<file path="config.mk">
export PLATFORM = sky130hd
export DESIGN_NAME = nibble_serial_adder_flat
export DESIGN_NICKNAME = d
export VERILOG_FILES = /design/src/rtl/nibble_serial_adder_pkg.sv /design/src/rtl/nibble_serial_adder_if.sv /design/src/rtl/nibble_serial_adder_rca4_slice.sv /design/src/rtl/nibble_serial_adder.sv /design/src/flat_wrapper.sv
export SDC_FILE = /design/constraint.sdc
export NUM_CORES = 1
export LEC_CHECK = 0
export CAP_MARGIN = 15
export CORE_UTILIZATION = 50
export DETAILED_ROUTE_END_ITERATION = 8
export HOLD_SLACK_MARGIN = 0.15
export PLACE_DENSITY = 0.87
export REMOVE_ABC_BUFFERS = 1
export SETUP_SLACK_MARGIN = 0.3
export SKIP_CTS_REPAIR_TIMING = 1
export SYNTH_ARGS = -nofsm -noshare
export SYNTH_HDL_FRONTEND = slang
export SYNTH_HIERARCHICAL = 1
export SYNTH_SLANG_ARGS = --single-unit
</file>
<file path="constraint.sdc">
create_clock -name clk -period 3.6 [get_ports clk]
set_clock_uncertainty 0.1 [all_clocks]
set_input_delay 0.72 -clock clk [delete_from_list [all_inputs] [get_ports clk]]
set_output_delay 0.72 -clock clk [all_outputs]
set_load 0.1 [all_outputs]
</file>
<file path="src/rtl/nibble_serial_adder_pkg.sv">
`default_nettype none
// ============================================================================
// Module      : nibble_add_pkg
// Description : Shared constants for the nibble-serial adder: slice width
//               and FSM state encodings (IDLE / RUN / DONE).
// Config      : none (the NSA_OVERFLOW_EN macro is consumed by the interface
//               and top, not here)
// Revision    : 1.0 - initial release
// ============================================================================
package nibble_add_pkg;

    // Width of the single ripple-carry slice the sequencer drives.
    localparam int NIBBLE_W = 4;

    typedef logic [1:0] state_t;

    localparam state_t IDLE = 2'd0;
    localparam state_t RUN  = 2'd1;
    localparam state_t DONE = 2'd2;

endpackage : nibble_add_pkg
`default_nettype wire

</file>
<file path="src/rtl/nibble_serial_adder_if.sv">
`default_nettype none
// ============================================================================
// Module      : nibble_serial_adder_if
// Description : Request / result bundle of the nibble-serial adder.
//               master : start, a, b, cin out; busy, done, sum, cout (ovf) in
//               slave  : mirror image, used by the adder itself
// Config      : NSA_OVERFLOW_EN adds the ovf signal to both modports
// Revision    : 1.0 - initial release
// ============================================================================
interface nibble_serial_adder_if #(
    parameter int WIDTH = 16
);
    logic             start;
    logic [WIDTH-1:0] a;
    logic [WIDTH-1:0] b;
    logic             cin;
    logic             busy;
    logic             done;
    logic [WIDTH-1:0] sum;
    logic             cout;
`ifdef NSA_OVERFLOW_EN
    logic             ovf;

    modport master (
        output start, a, b, cin,
        input  busy, done, sum, cout, ovf
    );

    modport slave (
        input  start, a, b, cin,
        output busy, done, sum, cout, ovf
    );
`else
    modport master (
        output start, a, b, cin,
        input  busy, done, sum, cout
    );

    modport slave (
        input  start, a, b, cin,
        output busy, done, sum, cout
    );
`endif
endinterface : nibble_serial_adder_if
`default_nettype wire

</file>
<file path="src/rtl/nibble_serial_adder_rca4_slice.sv">
`default_nettype none
// ============================================================================
// Module      : rca4_slice
// Description : Combinational 4-bit ripple-carry adder slice.
//               a, b, cin -> sum, cout; c3 is the carry into bit 3, which the
//               sequencer uses to form signed overflow on the MSB nibble.
// Config      : none
// Revision    : 1.0 - initial release
// ============================================================================
module rca4_slice
    import nibble_add_pkg::*;
(
    input  wire logic [NIBBLE_W-1:0] a,
    input  wire logic [NIBBLE_W-1:0] b,
    input  wire logic                cin,
    output logic      [NIBBLE_W-1:0] sum,
    output logic                     cout,
    output logic                     c3
);

    // Carry chain kept local to a single process so it ripples bit by bit.
    logic [NIBBLE_W:0] w_c;

    always_comb begin
        w_c    = '0;
        sum    = '0;
        w_c[0] = cin;
        for (int i = 0; i < NIBBLE_W; i++) begin
            sum[i]   = a[i] ^ b[i] ^ w_c[i];
            w_c[i+1] = (a[i] & b[i]) | (w_c[i] & (a[i] ^ b[i]));
        end
        cout = w_c[NIBBLE_W];
        c3   = w_c[NIBBLE_W-1];
    end

endmodule : rca4_slice
`default_nettype wire

</file>
<file path="src/rtl/nibble_serial_adder.sv">
`default_nettype none
// ============================================================================
// Module      : nibble_serial_adder
// Description : WIDTH-bit adder that latches operands on start and feeds one
//               4-bit ripple-carry slice a nibble per cycle, LSB first.
//               clk, rst    : clock, synchronous active-high reset
//               bus (slave) : start/a/b/cin request, busy/done/sum/cout result
//               (plus ovf when NSA_OVERFLOW_EN is defined)
// Config      : NSA_OVERFLOW_EN - adds the signed-overflow output
// Revision    : 1.0 - initial release
// ============================================================================
module nibble_serial_adder
    import nibble_add_pkg::*;
#(
    parameter int WIDTH = 16
) (
    input  wire logic            clk,
    input  wire logic            rst,
    nibble_serial_adder_if.slave bus
);

    localparam int N     = WIDTH / NIBBLE_W;
    localparam int IDX_W = $clog2(N);
    localparam logic [IDX_W-1:0] LAST_IDX = IDX_W'(N - 1);

    state_t             state_q, state_d;
    logic [IDX_W-1:0]   idx_q,   idx_d;
    logic               carry_q, carry_d;
    logic [WIDTH-1:0]   a_q,     a_d;
    logic [WIDTH-1:0]   b_q,     b_d;
    logic [WIDTH-1:0]   sum_q,   sum_d;
    logic               cout_q,  cout_d;
    logic               ovf_q,   ovf_d;

    logic [NIBBLE_W-1:0] w_a_nib;
    logic [NIBBLE_W-1:0] w_b_nib;
    logic [NIBBLE_W-1:0] w_sum_nib;
    logic                w_slice_cout;
    logic                w_slice_c3;

    assign w_a_nib = a_q[idx_q * NIBBLE_W +: NIBBLE_W];
    assign w_b_nib = b_q[idx_q * NIBBLE_W +: NIBBLE_W];

    rca4_slice u_slice (
        .a    (w_a_nib),
        .b    (w_b_nib),
        .cin  (carry_q),
        .sum  (w_sum_nib),
        .cout (w_slice_cout),
        .c3   (w_slice_c3)
    );

    // ------------------------------------------------------------------
    // State register (rst has priority, so a coincident start is dropped)
    // ------------------------------------------------------------------
    always_ff @(posedge clk) begin
        if (rst) begin
            state_q <= IDLE;
            idx_q   <= '0;
            carry_q <= 1'b0;
            a_q     <= '0;
            b_q     <= '0;
            sum_q   <= '0;
            cout_q  <= 1'b0;
            ovf_q   <= 1'b0;
        end else begin
            state_q <= state_d;
            idx_q   <= idx_d;
            carry_q <= carry_d;
            a_q     <= a_d;
            b_q     <= b_d;
            sum_q   <= sum_d;
            cout_q  <= cout_d;
            ovf_q   <= ovf_d;
        end
    end

    // ------------------------------------------------------------------
    // Next-state and datapath update
    // ------------------------------------------------------------------
    always_comb begin
        state_d = state_q;
        idx_d   = idx_q;
        carry_d = carry_q;
        a_d     = a_q;
        b_d     = b_q;
        sum_d   = sum_q;
        cout_d  = cout_q;
        ovf_d   = ovf_q;

        case (state_q)
            IDLE: begin
                if (bus.start) begin
                    a_d     = bus.a;
                    b_d     = bus.b;
                    carry_d = bus.cin;
                    idx_d   = '0;
                    sum_d   = '0;
                    cout_d  = 1'b0;
                    ovf_d   = 1'b0;
                    state_d = RUN;
                end
            end
            RUN: begin
                sum_d[idx_q * NIBBLE_W +: NIBBLE_W] = w_sum_nib;
                carry_d = w_slice_cout;
                if (idx_q == LAST_IDX) begin
                    // idx stays at the last nibble; it is cleared on next start.
                    cout_d  = w_slice_cout;
                    ovf_d   = w_slice_c3 ^ w_slice_cout;
                    state_d = DONE;
                end else begin
                    idx_d = idx_q + 1'b1;
                end
            end
            DONE: begin
                state_d = IDLE;
            end
            default: begin
                state_d = IDLE;
            end
        endcase
    end

    // ------------------------------------------------------------------
    // Outputs
    // ------------------------------------------------------------------
    always_comb begin
        bus.busy = (state_q == RUN);
        bus.done = (state_q == DONE);
        bus.sum  = sum_q;
        bus.cout = cout_q;
`ifdef NSA_OVERFLOW_EN
        bus.ovf  = ovf_q;
`endif
    end

`ifndef NSA_OVERFLOW_EN
    // Overflow is only exported when the feature is built in.
    logic w_ovf_unused;
    assign w_ovf_unused = ovf_q;
`endif

endmodule : nibble_serial_adder
`default_nettype wire

</file>
<file path="src/flat_wrapper.sv">
// flat-port wrapper written by rule: the top's interface ports become plain ports
module nibble_serial_adder_flat import nibble_add_pkg::*;
#(
    parameter int WIDTH = 16
)
  (clk, rst, bus_start, bus_a, bus_b, bus_cin, bus_busy, bus_done, bus_sum, bus_cout);
  nibble_serial_adder_if #(.WIDTH(WIDTH)) bus_i ();
  input  wire logic clk;
  input  wire logic rst;
  input wire logic [$bits(bus_i.start)-1:0] bus_start;
  input wire logic [$bits(bus_i.a)-1:0] bus_a;
  input wire logic [$bits(bus_i.b)-1:0] bus_b;
  input wire logic [$bits(bus_i.cin)-1:0] bus_cin;
  output wire logic [$bits(bus_i.busy)-1:0] bus_busy;
  output wire logic [$bits(bus_i.done)-1:0] bus_done;
  output wire logic [$bits(bus_i.sum)-1:0] bus_sum;
  output wire logic [$bits(bus_i.cout)-1:0] bus_cout;
  assign bus_i.start = bus_start;
  assign bus_i.a = bus_a;
  assign bus_i.b = bus_b;
  assign bus_i.cin = bus_cin;
  assign bus_busy = bus_i.busy;
  assign bus_done = bus_i.done;
  assign bus_sum = bus_i.sum;
  assign bus_cout = bus_i.cout;
  nibble_serial_adder #(.WIDTH(WIDTH)) u_core (.clk(clk), .rst(rst), .bus(bus_i));
endmodule
</file>
==> qor.log <==
qor: route.routed_wire_length_per_instance 13.7 um
qor: synthesis.synth.mux.area_fraction 9.26%
qor: die.core-area 4690 sq um
qor: synthesis.synth_most_common_cell nand2_1
qor: place.dp.final_hpwl 3.62 mm
qor: global_routing.number_of_antenna_violations_at_the_first_check_in_global_routing 0
qor: synthesis.synthesis.instances 259
qor: cts.clock_latency 0.30 ns
qor: synthesis.synth_common_cells nand2_1, dfxtp_1, a21oi_1
qor: synthesis.synthDominantCellAreaShare 44.4%
qor: cts.tritoncts.num_buffers 5
qor: synthesis.synth_top_family_by_area simple AND/OR/NAND/NOR gates
qor: synthesis.synth-xor-area-share 0%
qor: route.firstDrtPassIters 4
qor: die.horiz_die_dim 71.7 um
qor: global_routing.grt.overflow.total 0
qor: global_routing.grt_usage 20.9%
qor: route.drt_first_iter_violations 120
qor: finish.layoutNonFillerInstCount 364
qor: timing.transition_at_the_pin_with_the_smallest_max_transition_slack 1.09 ns
qor: worst_setup_path.critPathArrivalTime 3.23 ns
qor: worst_setup_path.worstPathMaxFanout 13
qor: synthesis.synth.avg_cell_area 9.39 sq um
qor: finish.post_route_cells_drive_above_1_share 9.35%
qor: cts.ctsLongestPathBuffers 2
qor: global_routing.grt_pass1_vias 1845
qor: global_routing.grt_pass1_wl 8.30 mm
qor: pwr.p_leak 1.14 nW
qor: finish.syn_to_final_growth 26.5%
qor: cts.clock-sinks 54
qor: pwr.internal_power 0.000940 W
qor: route.post_drt_via_cell_ratio 5.43
qor: place.port-buffer-count 54
qor: worst_setup_path.worst_setup_start_kind flip-flop
qor: synthesis.synth_top_area_cell dfxtp_1
qor: synthesis.synth_adder_area_share 6.38%
qor: die.placementRows 25
qor: route.drc_errors 0
qor: hold_path.worstHoldPathType reg -> reg
qor: synthesis.synth-async-reset-ratio 0%
qor: timing.report.final.slew_viol_count 0
qor: timing.min_period_over_period 86.9%
qor: cts.clk_transition_reported_paths 0.09 ns
qor: synthesis.synth_seq_cells 54
qor: synthesis.synth_simple_gate_area_share 18.1%
qor: synthesis.synthesis.area 2430 sq um
qor: synthesis.seq_area_frac_synth 44.4%
qor: synthesis.synth-main-ff-cell dfxtp_1
qor: timing.final.min_clock_period 3.13 ns
qor: synthesis.synthDistinctLibCells 30
qor: finish.final.fill_count 394
qor: die.io-pin-count 55
qor: pwr.power.density_cell_area 408 nW/um^2
qor: pwr.combPwrFrac 16.0%
qor: pwr.switching_power 0.000314 W
qor: pwr.power.switching_fraction 25.1%
qor: timing.relSlewSlack 27.2%
qor: die.start_util 51.8%
qor: worst_setup_path.worst-setup-path-type reg -> reg
qor: run_status.run_status complete, no violations
qor: die.die_area 5150 sq um
qor: global_routing.maximum_number_of_pins_on_one_net_before_global_route_repair 35
qor: timing.totalNegativeSetupSlack 0 ns
qor: route.drtAntennaViolNets 0
qor: flow_run.maxCapViolations 0
qor: cts.clock_tree.root_cell clkbuf_8
qor: synthesis.synth-compound-area-share 15.6%
qor: pwr.clock_power_share 32.6%
qor: route.vias 1976
qor: pwr.seq_power_share 51.4%
qor: cts.cts_max_level 2
qor: synthesis.yosysWarningCount 6
qor: worst_setup_path.critical_path_required 3.71 ns
qor: synthesis.synth-edff-count 0
qor: place.gp_congestion 0.819
qor: die.dieHeight 71.7 um
qor: place.post-place-cells 357
qor: worst_setup_path.endpoint_kind flip-flop
qor: finish.area.sequential 1080 sq um
qor: pwr.worst_ir_drop_vdd 0.240 mV
qor: timing.timing.final.hold_violations 0
qor: timing.setup_violations 0
qor: finish.diodes 0
qor: synthesis.synthTopCellsByArea dfxtp_1, nand2_1, a21oi_1
qor: route.drt-total-wl 4.98 mm
qor: timing.max_freq 0.320 GHz
qor: finish.final_net_count 356
qor: finish.area_taken_by_multi_input_logic_gates 1200 sq um
qor: timing.grt_setup_unrepaired false
qor: cts.cts_tree built
==> cell families (layout without fill, tap and decap cells) <==
logic type,after synthesis,in the layout
AOI/OAI and AO/OA,60,60
adders and majority gates,10,10
buffers and inverters,27,78
DFF,54,54
muxes,12,12
and+or+nand+nor,96,96
==> layout by cell type, fill, tap and decap left out, types with 5 or more instances in the layout <==
cell type and count:
ha_1 6, clkdlybuf4s50_1 52, nand2_1 67, dfxtp_1 54, o2bb2ai_1 8, buf_4 7
a21oi_1 36, a22o_1 8, nand3_1 5, mux4_2 8, clkbuf_8 6, inv_1 12
nand2b_1 6
==> flip-flops by register name, summed over array words and instances, names as in the netlist <==
signal / cells
u_core/state_q: 2
u_core/bus.cout: 1
u_core/idx_q: 2
u_core/carry_q: 1
u_core/b_q: 16
u_core/bus.sum: 16
u_core/a_q: 16
==> critical path, cell delays in order (launching register included) <==
cell and delay, ns:
dfxtp_1 0.63, mux4_2 0.59, fa_1 0.42, inv_1 0.08, fa_1 0.18, fa_1 0.17, inv_1 0.05, fa_1 0.45
nor2b_1 0.16, a22o_1 0.21
==> metal layers <==
metal	up-vias	routed length [um]	GRT usage, %	share of wire, %
met4	0	138	9.15	2.8
met5	-	0	0	0
met2	72	2380	34.4	48
met3	13	288	5.49	5.8
met1	909	2170	25.8	44
li1	982	-	-	-
==> power by group through the flow <==
| stage | Sequential (W) | Clock, W | Combinational [W] |
|---|---|---|---|
| final | 0.000645 | 0.000409 | 0.000201 |
| after global routing | 0.000648 | 0.000435 | 0.000222 |
| after CTS | 0.000645 | 0.000411 | 0.000202 |
| after detailed placement | 0.000659 | 0 | 0.000201 |
| after global placement | 0.000658 | 0 | 0.000196 |
| after floorplan | 0.000668 | 0 | 0.000106 |
==> cell type report <==
type                            count  area share (%)
Multi-Input combinational cell    178            38.9
Sequential cell                    54            35.1
Timing Repair Buffer               59            18.6
Clock buffer                        6            2.68
Tap cell                           54            2.20
Inverter                           12            1.46
Clock inverter                      1           0.976
==> path summary, 6_finish.rpt <==
kind                   start            endpoint  slack [ns]  depth (start not counted)
max          u_core/idx_q[0]  u_core/bus.sum[11]        0.47                          9
max reg2reg  u_core/idx_q[0]  u_core/bus.sum[11]        0.47                          9
min reg2reg    u_core/b_q[8]       u_core/b_q[8]        0.36                          2
min            u_core/b_q[8]       u_core/b_q[8]        0.36                          2
==> metrics by stage <==
stage	instance area [sq um]	total power (W)	hold slack (ns)	setup slack (ns)	utilization (%)
2_1_floorplan	2320	0.000774	0.327	0.476	-
3_3_place_gp	2970	0.000853	0.341	0.522	63.2
3_5_place_dp	2970	0.000860	0.348	0.471	63.2
4_1_cts	3080	0.00126	0.361	0.458	65.6
5_1_grt	3080	0.00131	0.374	0.333	65.6
6_report	3080	0.00125	0.360	0.472	65.6
No activity file was read; power rests on OpenSTA's default activity.
